File: src/rtl/dwc_pkg.sv
// Shared definitions for the DWC command pre-calculation slice.
//   - AXI burst encodings
//   - widths of the per-burst split fields
//   - precalc_fields_t: the field bundle stored alongside each command
//   - wrap_log_len_of(): log2 of the beat count for legal WRAP lengths
package dwc_pkg;

   localparam logic [1:0] BURST_FIXED = 2'b00;
   localparam logic [1:0] BURST_INCR  = 2'b01;
   localparam logic [1:0] BURST_WRAP  = 2'b10;
   localparam logic [1:0] BURST_RSVD  = 2'b11;

   localparam int TO_BOUNDARY_W = 5;
   localparam int MASK_ADDR_W   = 6;
   localparam int ASIZE_W       = 3;
   localparam int TOT_LEN_W     = 13;
   localparam int MAX_LEN_W     = 9;
   localparam int WRAP_LOG_W    = 3;
   localparam int SIZE_CNT_W    = 6;
   localparam int FIXED_ITER_W  = 7;
   localparam int OCC_W         = 3;

   typedef struct packed {
      logic [TO_BOUNDARY_W-1:0] to_boundary;
      logic [MASK_ADDR_W-1:0]   mask_addr;
      logic [ASIZE_W-1:0]       asize;
      logic [TOT_LEN_W-1:0]     tot_len;
      logic [MAX_LEN_W-1:0]     max_len;
      logic [WRAP_LOG_W-1:0]    wrap_log_len;
      logic [SIZE_CNT_W-1:0]    size_max;
      logic                     same_size;
      logic [SIZE_CNT_W-1:0]    size_cnt;
      logic                     fixed_burst;
      logic [FIXED_ITER_W-1:0]  fixed_len_iter;
      logic                     cmd_err;
   } precalc_fields_t;

   // 0 marks a length that is not a legal WRAP length.
   function automatic logic [WRAP_LOG_W-1:0] wrap_log_len_of(input logic [7:0] len);
      logic [WRAP_LOG_W-1:0] r;
      case (len)
         8'd1:    r = 3'd1;
         8'd3:    r = 3'd2;
         8'd7:    r = 3'd3;
         8'd15:   r = 3'd4;
         default: r = 3'd0;
      endcase
      return r;
   endfunction

endpackage

File: src/rtl/dwc_precalc_comb.sv
// Purely combinational split-field calculator for one AXI address command.
// Ports:
//   len, addr, burst, size  in   command fields used by the calculation
//   addr_mux                out  address, FIXED low bits aligned when sizes differ
//   fields                  out  per-burst split fields (precalc_fields_t)
module dwc_precalc_comb
   import dwc_pkg::*;
#(
   parameter int DATA_WIDTH_IN  = 64,
   parameter int DATA_WIDTH_OUT = 32,
   parameter int ADDR_WIDTH     = 32,
   parameter int WRITE_ENABLE   = 1
) (
   input  logic [7:0]            len,
   input  logic [ADDR_WIDTH-1:0] addr,
   input  logic [1:0]            burst,
   input  logic [2:0]            size,
   output logic [ADDR_WIDTH-1:0] addr_mux,
   output precalc_fields_t       fields
);

   localparam int SO = $clog2(DATA_WIDTH_OUT / 8);
   localparam int MS = $clog2(DATA_WIDTH_IN / 8);
   localparam logic [5:0] MS_MASK = 6'((7'd1 << MS) - 7'd1);

   logic        reduce, fixed, wrap, we_fixed, same_size;
   logic [2:0]  asize, sd, wrap_log;
   logic [5:0]  off, lo, foff, mask_addr;
   logic [7:0]  sd_pow;
   logic [8:0]  len1;
   logic [3:0]  beat;
   logic [12:0] tot_len;

   assign reduce   = size > 3'(SO);
   assign asize    = reduce ? 3'(SO) : size;
   assign sd       = size - asize;
   assign sd_pow   = 8'd1 << sd;
   assign fixed    = (burst == BURST_FIXED);
   assign wrap     = (burst == BURST_WRAP);
   assign we_fixed = fixed && (WRITE_ENABLE != 0);
   assign len1     = {1'b0, len} + 9'd1;

   // Byte offset inside the master beat, then expressed in slave beats.
   assign off  = addr[5:0] & 6'((8'd1 << size) - 8'd1);
   assign lo   = off >> SO;
   // Lane offset inside the full master data width (write-side FIXED).
   assign foff = (addr[5:0] & MS_MASK) >> SO;

   // Beat index of the start address inside a 16-beat window.
   assign beat = 4'(addr >> size);

   assign tot_len   = (reduce && !fixed) ? 13'(({4'b0, len1} << sd) - {7'b0, lo})
                                         : {4'b0, len1};
   assign wrap_log  = wrap_log_len_of(len);
   assign same_size = fixed ? (({2'b0, lo} == (sd_pow - 8'd1)) || (sd == 3'd0))
                            : (sd == 3'd0);
   assign mask_addr = 6'h3f << asize;

   assign fields.to_boundary    = 5'(len1[4:0] - {1'b0, beat & len[3:0]});
   assign fields.mask_addr      = mask_addr;
   assign fields.asize          = asize;
   assign fields.tot_len        = tot_len;
   assign fields.max_len        = wrap  ? 9'(len1 << sd) :
                                  fixed ? tot_len[8:0]   : 9'h100;
   assign fields.wrap_log_len   = wrap_log;
   assign fields.size_max       = we_fixed ? 6'({2'b0, foff} + sd_pow - {2'b0, lo} - 8'd1)
                                           : 6'(sd_pow - 8'd1);
   assign fields.same_size      = same_size;
   assign fields.size_cnt       = we_fixed ? foff : (off >> asize);
   assign fields.fixed_burst    = fixed;
   assign fields.fixed_len_iter = (reduce && fixed) ? 7'(sd_pow - {2'b0, lo}) : 7'd1;
   // Illegal commands are only flagged; they still travel downstream.
   assign fields.cmd_err        = (burst == BURST_RSVD) || (size > 3'(MS)) ||
                                  (wrap && (wrap_log == 3'd0));

   assign addr_mux = (fixed && !same_size) ? {addr[ADDR_WIDTH-1:6], addr[5:0] & mask_addr}
                                           : addr;

endmodule

File: src/rtl/dwc_precalc_cmd_slice.sv
// Command pre-calculation slice for the DWC down-converter (AW or AR).
// Computes the split fields of each accepted command and queues command plus
// fields in a DEPTH-entry register FIFO.
// Ports:
//   clk, rst              clock, asynchronous active-low reset
//   s_a*                  upstream AXI4 address command (s_aready registered)
//   m_a*, m_avalid        head-entry command / valid
//   m_aready              head consumed downstream
//   addr_mux .. cmd_err   head-entry precalculated fields
//   occupancy             number of stored entries
module dwc_precalc_cmd_slice
   import dwc_pkg::*;
#(
   parameter int DATA_WIDTH_IN  = 64,
   parameter int DATA_WIDTH_OUT = 32,
   parameter int ADDR_WIDTH     = 32,
   parameter int ID_WIDTH       = 4,
   parameter int USER_WIDTH     = 1,
   parameter int WRITE_ENABLE   = 1,
   parameter int DEPTH          = 2
) (
   input  logic                  clk,
   input  logic                  rst,
   input  logic [7:0]            s_alen,
   input  logic                  s_avalid,
   input  logic [ID_WIDTH-1:0]   s_aid,
   input  logic [ADDR_WIDTH-1:0] s_aaddr,
   input  logic [1:0]            s_aburst,
   input  logic [3:0]            s_acache,
   input  logic [1:0]            s_alock,
   input  logic [2:0]            s_asize,
   input  logic [2:0]            s_aprot,
   input  logic [3:0]            s_aqos,
   input  logic [3:0]            s_aregion,
   input  logic [USER_WIDTH-1:0] s_auser,
   output logic                  s_aready,
   output logic [7:0]            m_alen,
   output logic [ID_WIDTH-1:0]   m_aid,
   output logic [ADDR_WIDTH-1:0] m_aaddr,
   output logic [1:0]            m_aburst,
   output logic [3:0]            m_acache,
   output logic [1:0]            m_alock,
   output logic [2:0]            m_asize,
   output logic [2:0]            m_aprot,
   output logic [3:0]            m_aqos,
   output logic [3:0]            m_aregion,
   output logic [USER_WIDTH-1:0] m_auser,
   output logic                  m_avalid,
   input  logic                  m_aready,
   output logic [ADDR_WIDTH-1:0] addr_mux,
   output logic [4:0]            to_boundary,
   output logic [5:0]            mask_addr,
   output logic [2:0]            asize,
   output logic [12:0]           tot_len,
   output logic [8:0]            max_len,
   output logic [2:0]            wrap_log_len,
   output logic [5:0]            size_max,
   output logic                  same_size,
   output logic [5:0]            size_cnt,
   output logic                  fixed_burst,
   output logic [6:0]            fixed_len_iter,
   output logic                  cmd_err,
   output logic [2:0]            occupancy
);

   localparam int PW      = (DEPTH > 1) ? $clog2(DEPTH) : 1;
   localparam int SLOTS   = 2 ** PW;
   localparam int CMD_W   = 8 + ID_WIDTH + ADDR_WIDTH + 2 + 4 + 2 + 3 + 3 + 4 + 4 + USER_WIDTH;
   localparam int ENTRY_W = CMD_W + ADDR_WIDTH + $bits(precalc_fields_t);

   logic [ADDR_WIDTH-1:0] calc_addr_mux;
   precalc_fields_t       calc_fields, head_fields;
   logic [ENTRY_W-1:0]    entry_in, head;
   logic [ENTRY_W-1:0]    mem_reg [SLOTS];
   logic [PW-1:0]         wr_ptr_reg, rd_ptr_reg, last_ptr_reg, head_sel;
   logic [OCC_W-1:0]      occupancy_reg, occ_next;
   logic                  s_aready_reg, push, pop;

   dwc_precalc_comb #(
      .DATA_WIDTH_IN  (DATA_WIDTH_IN),
      .DATA_WIDTH_OUT (DATA_WIDTH_OUT),
      .ADDR_WIDTH     (ADDR_WIDTH),
      .WRITE_ENABLE   (WRITE_ENABLE)
   ) u_calc (
      .len      (s_alen),
      .addr     (s_aaddr),
      .burst    (s_aburst),
      .size     (s_asize),
      .addr_mux (calc_addr_mux),
      .fields   (calc_fields)
   );

   function automatic logic [PW-1:0] ptr_inc(input logic [PW-1:0] p);
      return (p == PW'(DEPTH - 1)) ? '0 : p + PW'(1);
   endfunction

   assign push     = s_avalid && s_aready_reg;
   assign pop      = m_avalid && m_aready;
   assign occ_next = occupancy_reg + {2'b00, push} - {2'b00, pop};

   assign entry_in = {s_alen, s_aid, s_aaddr, s_aburst, s_acache, s_alock, s_asize,
                      s_aprot, s_aqos, s_aregion, s_auser, calc_addr_mux, calc_fields};

   always_ff @(posedge clk or negedge rst) begin
      if (!rst) begin
         for (int i = 0; i < SLOTS; i++) mem_reg[i] <= '0;
      end else if (push) begin
         mem_reg[wr_ptr_reg] <= entry_in;
      end
   end

   always_ff @(posedge clk or negedge rst) begin
      if (!rst) begin
         wr_ptr_reg    <= '0;
         rd_ptr_reg    <= '0;
         last_ptr_reg  <= '0;
         occupancy_reg <= '0;
         s_aready_reg  <= 1'b0;
      end else begin
         occupancy_reg <= occ_next;
         // Ready depends only on local state, so m_aready never reaches s_aready combinationally.
         s_aready_reg  <= (occ_next < OCC_W'(DEPTH));
         if (push) wr_ptr_reg <= ptr_inc(wr_ptr_reg);
         if (pop) begin
            last_ptr_reg <= rd_ptr_reg;
            rd_ptr_reg   <= ptr_inc(rd_ptr_reg);
         end
      end
   end

   // When empty, keep presenting the entry that was popped last rather than a
   // stale older slot, so the outputs stay at the last head.
   assign head_sel = (occupancy_reg == '0) ? last_ptr_reg : rd_ptr_reg;
   assign head     = mem_reg[head_sel];

   assign {m_alen, m_aid, m_aaddr, m_aburst, m_acache, m_alock, m_asize,
           m_aprot, m_aqos, m_aregion, m_auser, addr_mux, head_fields} = head;

   assign to_boundary    = head_fields.to_boundary;
   assign mask_addr      = head_fields.mask_addr;
   assign asize          = head_fields.asize;
   assign tot_len        = head_fields.tot_len;
   assign max_len        = head_fields.max_len;
   assign wrap_log_len   = head_fields.wrap_log_len;
   assign size_max       = head_fields.size_max;
   assign same_size      = head_fields.same_size;
   assign size_cnt       = head_fields.size_cnt;
   assign fixed_burst    = head_fields.fixed_burst;
   assign fixed_len_iter = head_fields.fixed_len_iter;
   assign cmd_err        = head_fields.cmd_err;

   assign s_aready  = s_aready_reg;
   assign m_avalid  = (occupancy_reg != '0);
   assign occupancy = occupancy_reg;

endmodule
File: config.mk
export PLATFORM = sky130hd
export DESIGN_NAME = dwc_precalc_cmd_slice
export DESIGN_NICKNAME = d
export VERILOG_FILES = /design/src/rtl/dwc_pkg.sv /design/src/rtl/dwc_precalc_comb.sv /design/src/rtl/dwc_precalc_cmd_slice.sv
export SDC_FILE = /design/constraint.sdc
export NUM_CORES = 1
export LEC_CHECK = 0
export ABC_AREA = 1
export CAP_MARGIN = 5
export CORE_AREA = 2 2 273 275
export CTS_BUF_LIST = sky130_fd_sc_hd__clkbuf_8
export DETAILED_ROUTE_END_ITERATION = 8
export DIE_AREA = 0 0 275 277
export GPL_TIMING_DRIVEN = 0
export SETUP_SLACK_MARGIN = 0.05
export SKIP_CTS_REPAIR_TIMING = 1
export SYNTH_ARGS = -nofsm -noshare
export SYNTH_HDL_FRONTEND = slang
export SYNTH_HIERARCHICAL = 1
export SYNTH_SLANG_ARGS = --single-unit
File: constraint.sdc
create_clock -name clk -period 2.6 [get_ports clk]
set_input_delay 0.26 -clock clk [delete_from_list [all_inputs] [get_ports clk]]
set_output_delay 0.26 -clock clk [all_outputs]
set_load 0.05 [all_outputs]
==> run_results.csv <==
group,metric,value,unit
run_status,status,"complete, but fails checks",
run_status,violations,"setup timing",
global_routing,grt_use_total,18.6,%
setup_path,rr_worst_depth,14,
power_and_ir_drop,power.density,1500,nW/um^2
setup_path,path_cells,"nor2_4 > nand2_4 > nand2_8 > buf_12 > buf_6 > nand3_1 > nand2_1 > buf_6",
logic_synthesis,yosysSeqAreaShare,45.1,%
timing,fin_ws,-0.0439,ns
global_routing,grt_pass1_vias,16775,
power_and_ir_drop,ir_worst_vdd,1.30,mV
setup_path,r2r_slack,0.23,ns
place,place_ws,-1.37,ns
detailed_routing,drt-pass1-iter-count,5,
floorplanning,die_y,277,um
global_routing,grt_pass1_wl,107000,um
detailed_routing,finalWirelength,72600,um
clock_network,cts_buffers,56,
place,routabilityCongestion,0.948,
detailed_routing,ant_nets,0,
logic_synthesis,ys.flop_type,"dfrtp_1",
clock_network,worstSkewPairLatency,0.66,ns
setup_path,arrival,2.38,ns
setup_path,cpMaxStageDelayCell,"dfrtp_2",
power_and_ir_drop,power.total,35.8,mW
logic_synthesis,yosys.cell_types.count,50,
clock_network,cts_tree,"built",
cells_and_area,final_cells,3624,
logic_synthesis,synth_async_sr_flop_share,100,%
detailed_routing,routedWlPerCell,20.0,um
floorplanning,dieWidth,275,um
logic_synthesis,netlist.area_leader.share,45.1,%
logic_synthesis,yosys-top-cells-area,"dfrtp_1 45%, nand2_1 13%, nand3_1 10%",
place,place.detailed.hpwl,53500,um
timing,finalCriticalPeriod,2.64,ns
place,placedCellCount,3501,
logic_synthesis,synth_seq_cells,327,
setup_path,crit_buf_inv,3,
min_path,hold-path-cell-count,3,
cells_and_area,largest_register_ffs,320,
setup_path,rr_startpoint,"occupancy[1]",
logic_synthesis,synth_warnings,6,
min_path,min-delay-start,"s_alen[0]",
timing,fmax,378,MHz
logic_synthesis,syn_area_per_cell,7.92,um^2
detailed_routing,dr.first_iter.drc_count,1683,
detailed_routing,drc,0,
cells_and_area,utilization,32.5,%
logic_synthesis,synthesis.instances,2289,
global_routing,busiest_layer,"met2",
timing,fin_worst_skew,0.0317,ns
setup_path,crit_family,"simple AND/OR/NAND/NOR gates",
timing,relSlewSlack,36.0,%
clock_network,htree_levels,2,
timing,rsz0062_at_grt,"yes",
global_routing,met2_usage,29.8,%
cells_and_area,nNetsFinal,2708,
setup_path,path_class,"flop to output port",
detailed_routing,viasPerCell,4.75,
power_and_ir_drop,p_leak,12.0,nW
place,io_buffers,235,
setup_path,rr_endpoint,"s_aready",
detailed_routing,vias,17221,
timing,final-setup-viol-count,46,
floorplanning,die_area,76200,um^2
logic_synthesis,synth_area,18100,um^2
timing,period_share,102,%
min_path,hold_path.class,"input pin to flop",
clock_network,clk_pin_slew,0.06,ns
logic_synthesis,synth_edf_count,0,
clock_network,cts_root_buffer,"clkbuf_8",
global_routing,grt.met3_usage,3.32,%
floorplanning,io-pin-count,236,
timing,worst_slew_pin_slew,0.936,ns
setup_path,cp_data_required_time,2.34,ns
floorplanning,fp-row-count,100,
global_routing,grt_max_degree,120,
run,cap_viol_max_count,0,
logic_synthesis,synth_top_area_cell,"dfrtp_1",
clock_network,clock_path_buffers,3,
timing,drv_slew,0,
setup_path,end_kind,"output port",
setup_path,cp_max_fo,10,
global_routing,grt.overflow.total,0,
cells_and_area,drive_above_1_share,26.4,%
global_routing,use_met1,24.7,%
timing,hold_violations,0,
cells_and_area,synthToLayoutAreaGrowth,31.9,%
setup_path,worst_path_most_repeated_cell,"buf_6",
global_routing,antenna_found_initial,9,
min_path,hold_path_end,"mem_reg[312]",
setup_path,crit_path_start_kind,"flop",
clock_network,clock_sinks,327,
setup_path,timing.critical_path.slowest_cell_delay,0.45,ns
floorplanning,core,73600,um^2
floorplanning,start_util,24.6,%
where the power goes:
group          switching [mW]  internal [mW]  total [mW]
registers                1.32           7.32        8.64
clock network            2.27           2.65        4.92
logic                    15.1           7.20        22.3
worst reg2reg max path, delay by kind of cell, from the launching register on:
kind	cells	cell delay, ns
fa+ha+maj	3	0.81
buf+inv	5	0.42
simple gates	6	0.61
flops	1	0.45
layer usage:
metal	vias to the layer above	part of all wire (%)
met2	598	47
met3	141	6.9
met4	14	3.7
li1	8029	-
met1	8439	43
met5	-	0.11
layout by cell type, fill, tap and decap left out, types with 5 or more instances in the layout:
master and n:
nand2_1 569, buf_4 86, nand2_2 70, clkbuf_4 36
buf_8 39, o21ai_0 179, nor2_4 14, clkdlybuf4s50_1 66
buf_2 31, clkbuf_2 22, o21ai_1 46, ha_4 6
nand3_1 361, clkbuf_1 37, a31oi_1 5, clkbuf_8 69
nor2_2 6, buf_6 111, o21ai_2 133, dfrtp_1 326
conb_1 7, buf_12 8, nand3_2 9, nor2_1 42
inv_1 238, inv_2 15, xor2_1 9, ha_1 11
a21oi_1 14, o22ai_1 8
per-stage QoR:
stage	setup TNS [ns]	hold slack, ns	cell area (um^2)
6_report	-0.540	0.0137	23900
5_1_grt	-12.12	0.00768	23900
4_1_cts	-148.65	-0.348	23100
3_5_place_dp	-77.79	0.369	22000
3_3_place_gp	-4536.12	0.464	21900
2_1_floorplan	-0.0877	-0.0356	18300
cell families (layout without fill, tap and decap cells):
group,Yosys count,in the layout,share of synthesized area (%)
other,2,9,0.0414
AOI/OAI and AO/OA,402,402,14.1
and+or+nand+nor,1095,1095,26.3
DFF,327,327,45.1
buffers and inverters,427,786,11.9
xor gates and xnor gates,12,12,0.683
adders and majority gates,24,24,1.86
worst max path at each step:
stage | cells after the start | startpoint | to
detailed placement | 18 | s_asize[2] | mem_reg[7]
CTS | 7 | occupancy[1] | m_auser
global placement | 1 | rst | mem_reg[104]
floorplan | 23 | s_asize[2] | mem_reg[206]
finish | 8 | occupancy[1] | m_alen[0]
global route | 8 | occupancy[0] | m_aaddr[18]
cell type report:
type / instances / area (um^2)
fillers: 7897 / 49600
multi-input cells: 1540 / 8250
flip-flops and latches: 327 / 8180
repair buffers: 261 / 2700
plain buffers: 191 / 1520
well taps: 969 / 1210
clock buffers: 68 / 936
inverters: 236 / 903
clock inverters: 30 / 213
diodes: 2 / 5.00
Yosys cell counts (17+ instances only):
master,number
nand3_1,364
nor2_1,55
clkbuf_1,51
buf_2,41
nand2_2,18
a21oi_1,17
o21ai_0,192
ha_1,19
dfrtp_1,327
buf_6,36
nand2_1,626
o21ai_1,34
buf_4,57
inv_1,228
o21ai_2,132
(Power assumes the default switching activity.)
==> RTL edit 1, RTL diff (config.mk and constraints unchanged) <==
`DATA_WIDTH_IN` is set to 64 in 2 places; all go to 128.
--- a/src/rtl/dwc_precalc_comb.sv
+++ b/src/rtl/dwc_precalc_comb.sv
@@ -7,5 +7,5 @@
    import dwc_pkg::*;
 #(
-   parameter int DATA_WIDTH_IN  = 64,
+   parameter int DATA_WIDTH_IN  = 128,
    parameter int DATA_WIDTH_OUT = 32,
    parameter int ADDR_WIDTH     = 32,
--- a/src/rtl/dwc_precalc_cmd_slice.sv
+++ b/src/rtl/dwc_precalc_cmd_slice.sv
@@ -12,5 +12,5 @@
    import dwc_pkg::*;
 #(
-   parameter int DATA_WIDTH_IN  = 64,
+   parameter int DATA_WIDTH_IN  = 128,
    parameter int DATA_WIDTH_OUT = 32,
    parameter int ADDR_WIDTH     = 32,
Function: changed (Yosys sat finds a counterexample within 4 cycles, from zero or initial values and one cycle with rst low).
==> RTL edit 1 against the unedited design <==
Total power rose by 4.4%. Count of clock-buffer cells in the layout rose by 4. Sequential cell count unchanged. Area after synthesis is 0.49% higher. Clock skew down 0.011 ns. Register-to-register slack improved by 0.17 ns. Die area is the same. The run still ends with setup timing left. Routed wire length rose by 2.2%. Cell area is 5.7% higher. Worst setup slack worse by 0.041 ns. Largest cell class unchanged.
==> RTL edit 1: results <==
<?xml version="1.0" encoding="UTF-8"?>
<metrics>
  <group name="run_status">
    <metric name="run_status" unit="">finished with violations</metric>
    <metric name="violations" unit="">setup timing</metric>
  </group>
  <group name="sta">
    <metric name="tightest_slew" unit="ns">0.919</metric>
    <metric name="report.final.setup_viol" unit="">59</metric>
    <metric name="least_setup_slack_across_all_paths_after_layout" unit="ns">-0.0851</metric>
    <metric name="skew" unit="ns">0.0204</metric>
    <metric name="setup_total_negative_slack" unit="ns">-2.29</metric>
  </group>
  <group name="drt">
    <metric name="overall_via_count_from_detail_route" unit="">17600</metric>
    <metric name="routed_wl" unit="mm">74.3</metric>
    <metric name="drt_iter0_markers" unit="">1522</metric>
  </group>
  <group name="pwr">
    <metric name="leakagePower" unit="nW">12.5</metric>
    <metric name="max-vdd-ir-drop" unit="µV">1400</metric>
  </group>
  <group name="setup_path">
    <metric name="worst-path-max-fanout" unit="">7</metric>
    <metric name="crit_slowest_cell" unit="">sky130_fd_sc_hd__dfrtp_1</metric>
    <metric name="peak_per_stage_delay_on_the_critical_path" unit="ns">0.43</metric>
    <metric name="critPathTopFamily" unit="">buffers and inverters</metric>
    <metric name="critical_path.startpoint" unit="">occupancy[0]</metric>
    <metric name="critPathArrivalTime" unit="ns">2.43</metric>
  </group>
  <group name="grt">
    <metric name="vias_in_the_first_global_route" unit="">16700</metric>
    <metric name="grt_pass1_wl" unit="mm">106</metric>
    <metric name="grt_antenna_before_repair" unit="">14</metric>
    <metric name="grt_start_max_net_pins" unit="">103</metric>
    <metric name="groute.usage.overall" unit="%">18.5</metric>
  </group>
  <group name="yosys">
    <metric name="adder_cell_fraction_of_synth_area" unit="%">2.51</metric>
    <metric name="synthTopCellsByCount" unit="">640 x sky130_fd_sc_hd__nand2_1, 366 x sky130_fd_sc_hd__nand3_1, 327 x sky130_fd_sc_hd__dfrtp_1</metric>
    <metric name="synth_cell_types" unit="">45</metric>
    <metric name="yosys.area_share.xor_xnor" unit="%">0.858</metric>
    <metric name="ys_top_cells_by_area" unit="">sky130_fd_sc_hd__dfrtp_1 45%, sky130_fd_sc_hd__nand2_1 13%, sky130_fd_sc_hd__nand3_1 10%</metric>
    <metric name="synth_cells" unit="">2294</metric>
    <metric name="yosysSeqAreaShare" unit="%">44.9</metric>
    <metric name="synth.area.mux_share" unit="%">0.0549</metric>
    <metric name="synth-compound-area-share" unit="%">14.1</metric>
  </group>
  <group name="clock_tree">
    <metric name="clk_latency" unit="ns">0.64</metric>
    <metric name="numCtsBuffers" unit="">53</metric>
  </group>
  <group name="final_layout">
    <metric name="layout.nets" unit="">2745</metric>
    <metric name="stdcell_count" unit="">3653</metric>
    <metric name="post_route_cells_drive_above_1_share" unit="%">30.2</metric>
  </group>
  <group name="place">
    <metric name="place_area" unit="mm²">0.0221</metric>
    <metric name="detailed_place_hpwl" unit="mm">53.9</metric>
    <metric name="final_weighted_congestion_of_routability_driven_global_placement" unit="">0.924</metric>
    <metric name="pre_cts_slack" unit="ns">-1.45</metric>
    <metric name="dp_cells" unit="">3506</metric>
  </group>
</metrics>
[RTL edit 1: changes by cell type in the layout (fill, tap and decap cells not counted), sizes merged, moves of 5 or more]
cell and delta:
xor2 +6, or2 -5, buf +41, nor2 -12, clkbuf -12, ha +8, inv -11
[RTL edit 1: path summary, 6_finish.rpt]
path | depth (start not counted) | endpoint | slack (ns)
worst max register to register | 13 | s_aready | 0.40
worst max-delay path | 9 | m_aaddr[9] | -0.09
worst min register to register | 2 | mem_reg[212] | 0.48
min in group asynchronous | 2 | mem_reg[122] | 0.08
max in group asynchronous | 4 | mem_reg[215] | 1.20
worst min-delay path | 3 | mem_reg[312] | 0.004
[RTL edit 1: kinds of logic (layout without fill, tap and decap cells)]
family / Yosys count / in the layout
multiplexers: 1 / 1
AO/OA/AOI/OAI: 401 / 401
other: 2 / 9
buffers and inverters: 422 / 804
XOR/XNOR: 17 / 17
flip-flops: 327 / 327
AND/OR/NAND/NOR: 1091 / 1092
adder cells (fa/ha/maj): 33 / 33
[RTL edit 1: area by class of cell]
| class | count | area (µm²) |
|---|---|---|
| diodes | 2 | 5.00 |
| plain buffers | 189 | 1750 |
| clock buffers | 72 | 991 |
| clock inverters | 24 | 175 |
| fillers | 7743 | 48300 |
| inverters | 232 | 891 |
| multi-input cells | 1551 | 8860 |
| flip-flops and latches | 327 | 8180 |
| well taps | 969 | 1210 |
| repair buffers | 287 | 3220 |
[RTL edit 1: worst register-to-register path: cells and delay by family, from the launching register on]
kind / cells / cell delay (ns)
adder cells (fa/ha/maj): 3 / 0.79
buffers and inverters: 4 / 0.24
flip-flops: 1 / 0.43
AND/OR/NAND/NOR: 6 / 0.63
[RTL edit 1: layer usage]
layer  up-vias  wire, µm  GRT usage [%]
li1       8132         -              -
met1      8591     30500           23.8
met2       650     34800           30.0
met3       190      5140           3.95
met4        24      3690           7.18
met5         -       134              0
[RTL edit 1: power breakdown]
part | switching, mW | total [mW] | internal [mW]
Combinational | 15.7 | 23.7 | 8.07
Clock | 2.21 | 4.96 | 2.75
Sequential | 1.37 | 8.71 | 7.33
Total | 19.2 | 37.4 | 18.2
==> RTL edit 2, RTL diff (config.mk and constraints unchanged) <==
Made on the original files. Make the reset (`rst`) synchronous in 2 clocked blocks. Comments in the files are not updated.
--- a/src/rtl/dwc_precalc_cmd_slice.sv
+++ b/src/rtl/dwc_precalc_cmd_slice.sv
@@ -102,5 +102,5 @@
                       s_aprot, s_aqos, s_aregion, s_auser, calc_addr_mux, calc_fields};
 
-   always_ff @(posedge clk or negedge rst) begin
+   always_ff @(posedge clk) begin
       if (!rst) begin
          for (int i = 0; i < SLOTS; i++) mem_reg[i] <= '0;
@@ -110,5 +110,5 @@
    end
 
-   always_ff @(posedge clk or negedge rst) begin
+   always_ff @(posedge clk) begin
       if (!rst) begin
          wr_ptr_reg    <= '0;
Formal check against the unedited RTL: differs if rst is asserted again (counterexample within 4 cycles, from zero or initial values and one cycle with rst low); with rst held inactive, the same outputs for 4 cycles.
==> RTL edit 2 against the unedited design <==
Non-clock buffer count fell by 57. Critical endpoint is now m_aaddr[9]. Area after synthesis fell by 7.6%. Critical path type unchanged. Cell count fell by 9.9%. Sequential share of layout area rose by 8.5 points. Routed wire length fell by 23%. Fmax rose by 5.7%. Total power fell by 32%. Sequential cell count did not move. Cell area fell by 4.5%. Sequential power fell by 26%. Utilization fell by 1.5 points. Largest cell class is now sequential cells. Clock skew rose by 0.0017 ns. Worst setup slack improved by 0.14 ns.
==> RTL edit 2: results <==
<?xml version="1.0" encoding="UTF-8"?>
<metrics>
  <group name="yosys">
    <metric name="syn-mean-instance-area" unit="µm²">8.75</metric>
    <metric name="synthTopCellsByCount" unit="">651 x sky130_fd_sc_hd__nand2_1, 370 x sky130_fd_sc_hd__nor2_1, 320 x sky130_fd_sc_hd__edfxtp_1</metric>
    <metric name="synth-edff-count" unit="">320</metric>
    <metric name="synth-compound-area-share" unit="%">2.49</metric>
    <metric name="ys_top_cells_by_area" unit="">sky130_fd_sc_hd__edfxtp_1 57%, sky130_fd_sc_hd__nand2_1 15%, sky130_fd_sc_hd__nor2_1 8.3%</metric>
  </group>
  <group name="final_layout">
    <metric name="utilization" unit="%">31.1</metric>
    <metric name="layout.clock.cell_area_share" unit="%">4.50</metric>
    <metric name="layout.nets" unit="">2352</metric>
    <metric name="nonClockInverterCount" unit="">232</metric>
    <metric name="stdcell_count" unit="">3267</metric>
    <metric name="seq_share" unit="%">42.7</metric>
    <metric name="multi_input_area_share" unit="%">26.6</metric>
    <metric name="post_route_cells_drive_above_1_share" unit="%">23.1</metric>
    <metric name="area_share_nonclk_buffers" unit="%">17.0</metric>
    <metric name="layout.sequential_cells" unit="">327</metric>
  </group>
  <group name="pwr">
    <metric name="combinationalPower" unit="mW">13.7</metric>
    <metric name="max-vdd-ir-drop" unit="µV">876</metric>
    <metric name="clock_power_share" unit="%">18.0</metric>
  </group>
  <group name="place">
    <metric name="pre_cts_slack" unit="ns">-1.72</metric>
    <metric name="place_area" unit="mm²">0.0206</metric>
    <metric name="final_weighted_congestion_of_routability_driven_global_placement" unit="">0.896</metric>
    <metric name="dp_cells" unit="">3124</metric>
  </group>
  <group name="sta">
    <metric name="skew" unit="ns">0.0334</metric>
    <metric name="worst_slew_margin_rel" unit="%">50.9</metric>
  </group>
  <group name="setup_path">
    <metric name="critPathArrivalTime" unit="ns">2.24</metric>
    <metric name="r2r_setup_slack" unit="ns">0.16</metric>
    <metric name="worstReg2RegEnd" unit="">mem_reg[1][35]</metric>
    <metric name="critPathCapture" unit="">m_aaddr[9]</metric>
    <metric name="crit_slowest_cell" unit="">sky130_fd_sc_hd__dfxtp_4</metric>
    <metric name="rr_startpoint" unit="">s_aready</metric>
  </group>
  <group name="hold_path">
    <metric name="min-delay-start" unit="">s_alen[2]</metric>
  </group>
  <group name="grt">
    <metric name="grt_start_max_net_pins" unit="">98</metric>
  </group>
  <group name="run_status">
    <metric name="run_status" unit="">complete, no violations</metric>
  </group>
  <group name="drt">
    <metric name="routed_wl" unit="mm">56.0</metric>
  </group>
</metrics>
[RTL edit 2: cell types whose count changed in the layout (fill, tap and decap cells not counted), moves of 132 or more]
cell                       delta
sky130_fd_sc_hd__o21ai_0    -158
sky130_fd_sc_hd__dfrtp_1    -326
sky130_fd_sc_hd__nand3_1    -314
sky130_fd_sc_hd__nor2_1     +315
sky130_fd_sc_hd__o21ai_2    -132
sky130_fd_sc_hd__edfxtp_1   +320
[RTL edit 2: worst max-delay path, delay by kind of cell, from the launching register on]
family,cells,cell delay (ns)
buffers and inverters,4,0.65
DFF,1,0.35
and+or+nand+nor,5,0.55
[RTL edit 2: per-layer routing]
layer	vias to the layer above	track usage (%)	share of wire [%]
met5	-	0	0.17
met3	91	3.36	7.2
li1	6662	-	-
met4	16	3.40	2.3
met2	388	23.3	49
met1	6369	16.6	41
